<file path="src/rtl/eth_rgmii_pkg.sv">
// eth_rgmii_pkg: shared types and constants for the RGMII receive path
package eth_rgmii_pkg;
  typedef enum logic [1:0] {ST_IDLE, ST_PRE, ST_DATA, ST_DROP} rx_state_t;
  localparam logic [7:0] ETH_PREAMBLE = 8'h55;
  localparam logic [7:0] ETH_SFD = 8'hD5;
  localparam logic [1:0] SPD_10 = 2'b00;
  localparam logic [1:0] SPD_100 = 2'b01;
  localparam logic [1:0] SPD_1000 = 2'b10;
  localparam int DEF_MAX_FRAME = 1522;
  function automatic logic speed_ok(input logic [1:0] s);
    return s inside {SPD_10, SPD_100, SPD_1000};
  endfunction
endpackage

</file>
<file path="src/rtl/rgmii_rx_ddr.sv">
// rgmii_rx_ddr: same-edge-pipelined DDR capture plus one register stage to GMII
module rgmii_rx_ddr (
  input  logic       clk,
  input  logic       rst,
  input  logic       rx_ctl,
  input  logic [3:0] rxd,
  output logic       rx_dv,
  output logic       rx_er,
  output logic [7:0] rx_data
);
  logic [4:0] r_rise, r_fall, q1, q2;
  always_ff @(posedge clk) r_rise <= {rx_ctl, rxd};
  always_ff @(negedge clk) r_fall <= {rx_ctl, rxd};
  // rising and following falling samples re-aligned onto the same rising edge
  always_ff @(posedge clk) begin
    q1 <= r_rise;
    q2 <= r_fall;
  end
  always_ff @(posedge clk or posedge rst)
    if (rst) begin
      rx_dv <= 1'b0;
      rx_er <= 1'b0;
      rx_data <= 8'd0;
    end else begin
      rx_dv <= q1[4];
      rx_er <= q1[4] ^ q2[4];
      rx_data <= {q2[3:0], q1[3:0]};
    end
endmodule

</file>
<file path="src/rtl/rgmii_rx_frame.sv">
// rgmii_rx_frame: RGMII receive front end with preamble strip, framing and in-band status
module rgmii_rx_frame import eth_rgmii_pkg::*; #(
  parameter int MIN_PRE = 1,
  parameter int MAX_PRE = 15,
  parameter int MAX_FRAME = DEF_MAX_FRAME,
  parameter int STATUS_STABLE = 2
) (
  input  logic        rgmii_rxc,
  input  logic        rst,
  input  logic        rgmii_rx_ctl,
  input  logic [3:0]  rgmii_rxd,
  output logic        gmii_rx_clk,
  output logic        gmii_rx_dv,
  output logic        gmii_rx_er,
  output logic [7:0]  gmii_rxd,
  output logic        frm_valid,
  output logic [7:0]  frm_data,
  output logic        frm_sof,
  output logic        frm_eof,
  output logic        frm_err,
  output logic [15:0] frm_len,
  output logic        link_up,
  output logic [1:0]  link_speed,
  output logic        full_duplex
);
  localparam logic [7:0] MIN_PRE_C = 8'(MIN_PRE);
  localparam logic [7:0] MAX_PRE_C = 8'(MAX_PRE);
  localparam logic [15:0] MAX_LEN = 16'(MAX_FRAME);
  localparam logic [3:0] STABLE_C = 4'(STATUS_STABLE);
  rx_state_t state;
  logic boot, hold_v, hold_sof, err, qual;
  logic [7:0] hold_d, pre_cnt;
  logic [15:0] len;
  logic [3:0] st_last, st_cnt, st_next;
  assign gmii_rx_clk = rgmii_rxc;
  rgmii_rx_ddr u_ddr (
    .clk(rgmii_rxc),
    .rst(rst),
    .rx_ctl(rgmii_rx_ctl),
    .rxd(rgmii_rxd),
    .rx_dv(gmii_rx_dv),
    .rx_er(gmii_rx_er),
    .rx_data(gmii_rxd)
  );
  // boot holds DROP for the first cycle after reset so a frame already in flight is discarded
  always_ff @(posedge rgmii_rxc or posedge rst)
    if (rst) begin
      state <= ST_DROP;
      boot <= 1'b1;
      pre_cnt <= 8'd0;
      hold_v <= 1'b0;
      hold_sof <= 1'b0;
      hold_d <= 8'd0;
      len <= 16'd0;
      err <= 1'b0;
      frm_valid <= 1'b0;
      frm_data <= 8'd0;
      frm_sof <= 1'b0;
      frm_eof <= 1'b0;
      frm_err <= 1'b0;
      frm_len <= 16'd0;
    end else begin
      boot <= 1'b0;
      frm_valid <= 1'b0;
      frm_sof <= 1'b0;
      frm_eof <= 1'b0;
      frm_err <= 1'b0;
      frm_len <= 16'd0;
      case (state)
        ST_IDLE:
          if (gmii_rx_dv) begin
            state <= (gmii_rxd == ETH_PREAMBLE) ? ST_PRE : ST_DROP;
            pre_cnt <= 8'd1;
          end
        ST_PRE:
          if (!gmii_rx_dv) state <= ST_IDLE;
          else if (gmii_rxd == ETH_PREAMBLE) begin
            if (pre_cnt >= MAX_PRE_C) state <= ST_DROP;
            else pre_cnt <= pre_cnt + 8'd1;
          end else if (gmii_rxd == ETH_SFD && pre_cnt >= MIN_PRE_C) begin
            state <= ST_DATA;
            hold_v <= 1'b0;
            len <= 16'd0;
            err <= 1'b0;
          end else state <= ST_DROP;
        ST_DATA: begin
          frm_valid <= hold_v;
          frm_data <= hold_d;
          frm_sof <= hold_v & hold_sof;
          if (gmii_rx_dv) begin
            hold_v <= 1'b1;
            hold_d <= gmii_rxd;
            hold_sof <= !hold_v;
            len <= len + {15'd0, len != 16'hFFFF};
            err <= err | gmii_rx_er;
          end else begin
            state <= ST_IDLE;
            hold_v <= 1'b0;
            frm_eof <= hold_v;
            frm_len <= len;
            frm_err <= hold_v & (err | (len > MAX_LEN) | (len == 16'd0));
          end
        end
        ST_DROP:
          if (!gmii_rx_dv && !boot) state <= ST_IDLE;
        default: state <= ST_IDLE;
      endcase
    end
  assign qual = !gmii_rx_dv && !gmii_rx_er && (gmii_rxd[7:4] == gmii_rxd[3:0]) && speed_ok(gmii_rxd[2:1]);
  always_comb st_next = (gmii_rxd[3:0] == st_last) ? st_cnt + {3'd0, st_cnt != 4'hF} : 4'd1;
  always_ff @(posedge rgmii_rxc or posedge rst)
    if (rst) begin
      st_last <= 4'd0;
      st_cnt <= 4'd0;
      link_up <= 1'b0;
      link_speed <= SPD_10;
      full_duplex <= 1'b0;
    end else if (!qual) st_cnt <= 4'd0;
    else begin
      st_cnt <= st_next;
      st_last <= gmii_rxd[3:0];
      if (st_next >= STABLE_C) {full_duplex, link_speed, link_up} <= gmii_rxd[3:0];
    end
endmodule

</file>
<file path="config.mk">
export PLATFORM = sky130hd
export DESIGN_NAME = rgmii_rx_frame
export DESIGN_NICKNAME = d
export VERILOG_FILES = /design/src/rtl/eth_rgmii_pkg.sv /design/src/rtl/rgmii_rx_ddr.sv /design/src/rtl/rgmii_rx_frame.sv
export SDC_FILE = /design/constraint.sdc
export NUM_CORES = 1
export LEC_CHECK = 0
export BUFFER_PORTS_ARGS = -buffer_cell sky130_fd_sc_hd__buf_2
export CAP_MARGIN = 10
export CORE_ASPECT_RATIO = 1.5
export CORE_MARGIN = 4
export CORE_UTILIZATION = 35
export DETAILED_ROUTE_END_ITERATION = 8
export SKIP_LAST_GASP = 1
export SYNTH_ARGS = -nofsm -noshare
export SYNTH_HDL_FRONTEND = slang
export SYNTH_SLANG_ARGS = --single-unit
</file>
<file path="constraint.sdc">
create_clock -name rgmii_rxc -period 2.6 [get_ports rgmii_rxc]
set_clock_uncertainty 0.15 [all_clocks]
set_input_delay 0.39 -clock rgmii_rxc [delete_from_list [all_inputs] [get_ports rgmii_rxc]]
set_output_delay 0.39 -clock rgmii_rxc [all_outputs]
set_load 0.01 [all_outputs]
</file>
; ---- After elaboration in Yosys (flattened, before gate mapping)
; Index checks and enable logic that the tools add are counted.
[op_classes]
addsub = 3
magnitude_cmp = 4
n_eq_ne = 21
muxes = 36
bitwise = 6
reduce_logical = 21
[ops]
columns = op, count
row1 = two-way mux 16 bit, 6
row2 = two-way mux 8 bit, 4
row3 = case mux 16 bit (2 select lines), 1
row4 = adder 16 x 1 -> 16 bit, 1
row5 = "greater-than comparator 16 x 11 -> 1 bit, second input constant", 1
row6 = logical NOT 16 bit, 1
row7 = "inequality test 16 bit, second input constant", 1
row8 = case mux 8 bit (2 select lines), 1
row9 = two-way mux 2 bit, 7
row10 = two-way mux 1 bit, 12
row11 = "inequality test 2 bit, second input constant", 6
row12 = AND reduction 5 bit, 2
row13 = "adder 8 x 1 -> 8 bit, second input constant", 1
row14 = equality test 4 bit, 2
row15 = "equality test 8 x 7 -> 1 bit, second input constant", 1
row16 = "equality test 8 bit, second input constant", 1
row17 = "greater-or-equal comparator 8 x 1 -> 1 bit, second input constant", 1
row18 = "greater-or-equal comparator 8 x 4 -> 1 bit, second input constant", 1
row19 = two-way mux 4 bit, 2
row20 = "inequality test 4 bit, second input constant", 2
row21 = case mux 2 bit (4 select lines), 1
row22 = AND reduction 4 bit, 2
row23 = "equality test 2 bit, second input constant", 3
row24 = "inequality test 2 x 1 -> 1 bit, second input constant", 3
row25 = other kinds (13), 28
[word_totals]
register_bits = 108
output_inout_bits = 43
wordCells = 117

; ---- Logic depth before layout (Yosys ltp)
[logic_depth]
word_depth = 6
mapped_depth = 9
ltp_nobuf = 9

; ---- By module
; Synthesis repeated with hierarchy kept, for this count alone.
[unflattened]
cells_unflattened = 376
hier_area_um2 = 4234.1
[by_module_without_submodules]
columns = module, instances, cells_per_inst, area_each_um2
row1 = rgmii_rx_frame, 1, 343, 3567.2
row2 = rgmii_rx_ddr, 1, 33, 666.9

==> results.md <==
- Final Max Tran Viols: 0
- Worst slew margin: around three fifths
- Synth Area in Compound Gates: approximately 6.2%
- Leak Pwr: 2.51 nW
- Async S/R FF share, synth: between 80% and 90%
- R2R setup slack: 0.17 ns
- Via count: 2,797
- Clock Latency Late Sink: between 0.5 and 0.6 ns
- Final worst slack: between 0.15 and 0.2 ns
- Mux share of post-synthesis cell area: under 10%
- CTS tree: yes
- R2r startpoint: len[9]$_DFFE_PP0P_
- #FFs+latches synth: 108
- Residual DRC count: 0
- Share of layout cells above drive strength 1: 23.0%
- Initial antenna violation count: 0
- Cell area after synthesis: 4090 µm²
- Row count: 48
- Largest family of logic cells by synthesized area: simple AND/OR/NAND/NOR gates
- Die W: between 90 and 100 µm
- Starting density of the core: a little over a third
- DR iter-0 viols: 136
- Detailed Routing Iterations Pass 1: 4
- Die area: 13,500 µm²
- Number of nets still failing antenna checks after routing: 0
- Util after Layout: 44.7%
- IR drop worst, VDD: approximately 0.44 mV
- Cell count after synthesis: ~370
- Hold Violations, Final: 0
- Setup violators final: 0
- CP arrival: between 2 and 3 ns
- Yosys warnings: 0
- Worst R2R Path Depth: 8
- Post-synth EDFFs: 0
- Worst Setup Start Kind: flip-flop
- FF-to-FF End: len[15]$_DFFE_PP0P_
- Critical Path Source: len[9]$_DFFE_PP0P_
- RSZ-0062 raised after global routing: false
- Antenna cells: 0
- HP Class: flip-flop to flip-flop
- Syn Nets: 379
- MaxCap Viol Count: 0
- Post-synthesis adder-cell area fraction: about 2.1%
- GRT Total Usage: 13.0%
- Crit Path Max Fanout: 7
- IO Port Bufs: approximately 50
- Setup tns final: 0 ns
- Crit Path Class: flip-flop to flip-flop
- Largest net degree at the start of global routing: 38
- Clk pin slew, worst setup/hold paths: 0.07 ns
- Xor/xnor share of the synthesized area: 3.86%
- Slew @ Worst Pin: about 0.58 ns
- Place WS: ~0.12 ns
- Cell count after placement: 572
- Crit share post-route: between 90% and 100%
- Status: finished, final reports clean
- Hpwl dp: about 5.6 mm
- Nets: between 400 and 500
- Total grt overflow: 0
- Commonest non-fill, non-tap cells in the layout: dfrtp_1, nand2_1, buf_2
- Fin area: 5120 µm²
- Part of the Yosys area used for sequential elements: between 60% and 70%
- Simple-gate share of the synthesized area: 19.3%
- Post-Syn Area per Cell: around 11 µm²
- DIE HEIGHT: roughly 140 µm
- Vias in the first global route: between 2,000 and 3,000
- Post-route minimum period: 2.43 ns
- Power Density: between 800 and 900 nW/µm²
- Vias per Instance: approximately 4.6
- Routed WL: just under 8 mm
- CP Capture Type: flip-flop
- Avg WL per Cell: between 10 and 15 µm
- Crit path capture: len[15]$_DFFE_PP0P_
- Most common cell after layout, fill and taps aside: dfrtp_1
- Maximum operating frequency: approximately 410 MHz
- First-pass GRT wire length: around 13 mm
- Area of the core: 11,500 µm²
- Area post-placement: approximately 4600 µm²
- Synth Flop Type: dfrtp_1
- Required @ worst endpoint: between 2 and 3 ns
- IO Count: 50
- Synthesis-to-layout area growth: 25.4%
- Unique masters post-synth: 47
- RePlAce Congestion: just under 0.9
- Post-route insts no fill: between 600 and 700
-- worst min path at each step --
stage,start,cells after the start,to
final,u_ddr.r_rise[3]$_DFF_P_,0,u_ddr.q1[3]$_DFF_P_
after global routing,u_ddr.q2[1]$_DFF_P_,0,u_ddr.rx_data[5]$_DFF_PP0_
after detailed placement,u_ddr.r_rise[3]$_DFF_P_,0,u_ddr.q1[3]$_DFF_P_
after floorplan,u_ddr.r_rise[0]$_DFF_P_,0,u_ddr.q1[0]$_DFF_P_
after global placement,u_ddr.r_rise[4]$_DFF_P_,0,u_ddr.q1[4]$_DFF_P_
after CTS,u_ddr.r_rise[4]$_DFF_P_,0,u_ddr.q1[4]$_DFF_P_
-- routing by layer --
| metal | wire length [µm] | up-vias | track usage, % |
|---|---|---|---|
| li1 | - | 1394 | - |
| met1 | 3300 | 1335 | 15.2 |
| met2 | 4000 | 55 | 20.9 |
| met3 | 388 | 13 | 3.60 |
| met4 | 161 | 0 | 7.50 |
| met5 | 0 | - | 0 |
-- synth_stat cells (2+ instances only) --
master | count | area (µm²)
nor2_1 | 19 | 71.3
and2_1 | 16 | 100
inv_1 | 12 | 45.0
mux2_2 | 8 | 90.1
nand4_1 | 4 | 25.0
dfxtp_1 | 20 | 400
nand3_1 | 10 | 50.1
dfrtp_1 | 85 | 2130
clkbuf_1 | 9 | 33.8
o21ai_0 | 14 | 70.1
or3_1 | 7 | 43.8
a21oi_1 | 13 | 65.1
and3_1 | 3 | 18.8
xnor2_1 | 9 | 78.8
dfstp_2 | 3 | 78.8
xor2_1 | 9 | 78.8
nand2_1 | 66 | 248
o31ai_1 | 2 | 15.0
ha_1 | 7 | 87.6
nand4b_1 | 2 | 17.5
nand3b_1 | 2 | 15.0
nor4_1 | 6 | 37.5
nand2b_1 | 2 | 12.5
nor2b_1 | 5 | 31.3
or4_1 | 4 | 30.0
nor3_1 | 7 | 35.0
-- final cells by class --
type	count	area, µm²
clock inverters	12	141
well taps	150	188
fillers	1080	6350
clock buffers	13	305
flip-flops and latches	108	2610
inverters	11	45.0
multi-input cells	234	1390
repair buffers	74	450
-- power breakdown --
part	switching (mW)	internal (mW)	leakage [nW]
clock network	0.655	1.16	0.237
logic	0.311	0.237	0.959
registers	0.130	1.86	1.31
-- what timing repair did --
| item | in CTS | in global routing |
|---|---|---|
| gates resized for setup | 0 | 4 |
| setup buffers | 0 | 1 |
| hold buffers | 6 | 0 |
| endpoints found under the setup margin | 0 | 6 |
| hold endpoints to repair | 90 | 0 |
-- through the flow --
stage                     hold WS [ns]  power, mW
final                            0.178       4.36
after global routing             0.183       4.60
after CTS                        0.179       4.42
after detailed placement         0.162       2.61
after global placement           0.160       2.59
after floorplan                  0.160       2.39
-- logic make-up (layout without fill, tap and decap cells) --
family	Yosys count	after routing
adder cells (fa/ha/maj)	7	7
flip-flops	108	108
AND/OR/NAND/NOR	159	159
multiplexers	8	8
buffers and inverters	23	110
other	1	1
XOR/XNOR	18	18
AO/OA/AOI/OAI	41	41
-- state kept, by name, indices dropped and copies added (netlist names), 5 cells and up --
name,flops
len,16
frm_len,16
u_ddr.rx_data,8
u_ddr.r_fall,5
hold_d,8
u_ddr.q1,5
u_ddr.q2,5
pre_cnt,8
u_ddr.r_rise,5
frm_data,8
-- worst max-delay path: stages, from the launching register on --
cell,delay [ns]
dfrtp_1,0.38
and3_1,0.20
nand4_1,0.12
or4_1,0.14
ha_2,0.19
nand3_1,0.13
or4b_4,0.55
or3_1,0.36
a21oi_1,0.15
Power figures use the tool's default switching activity.
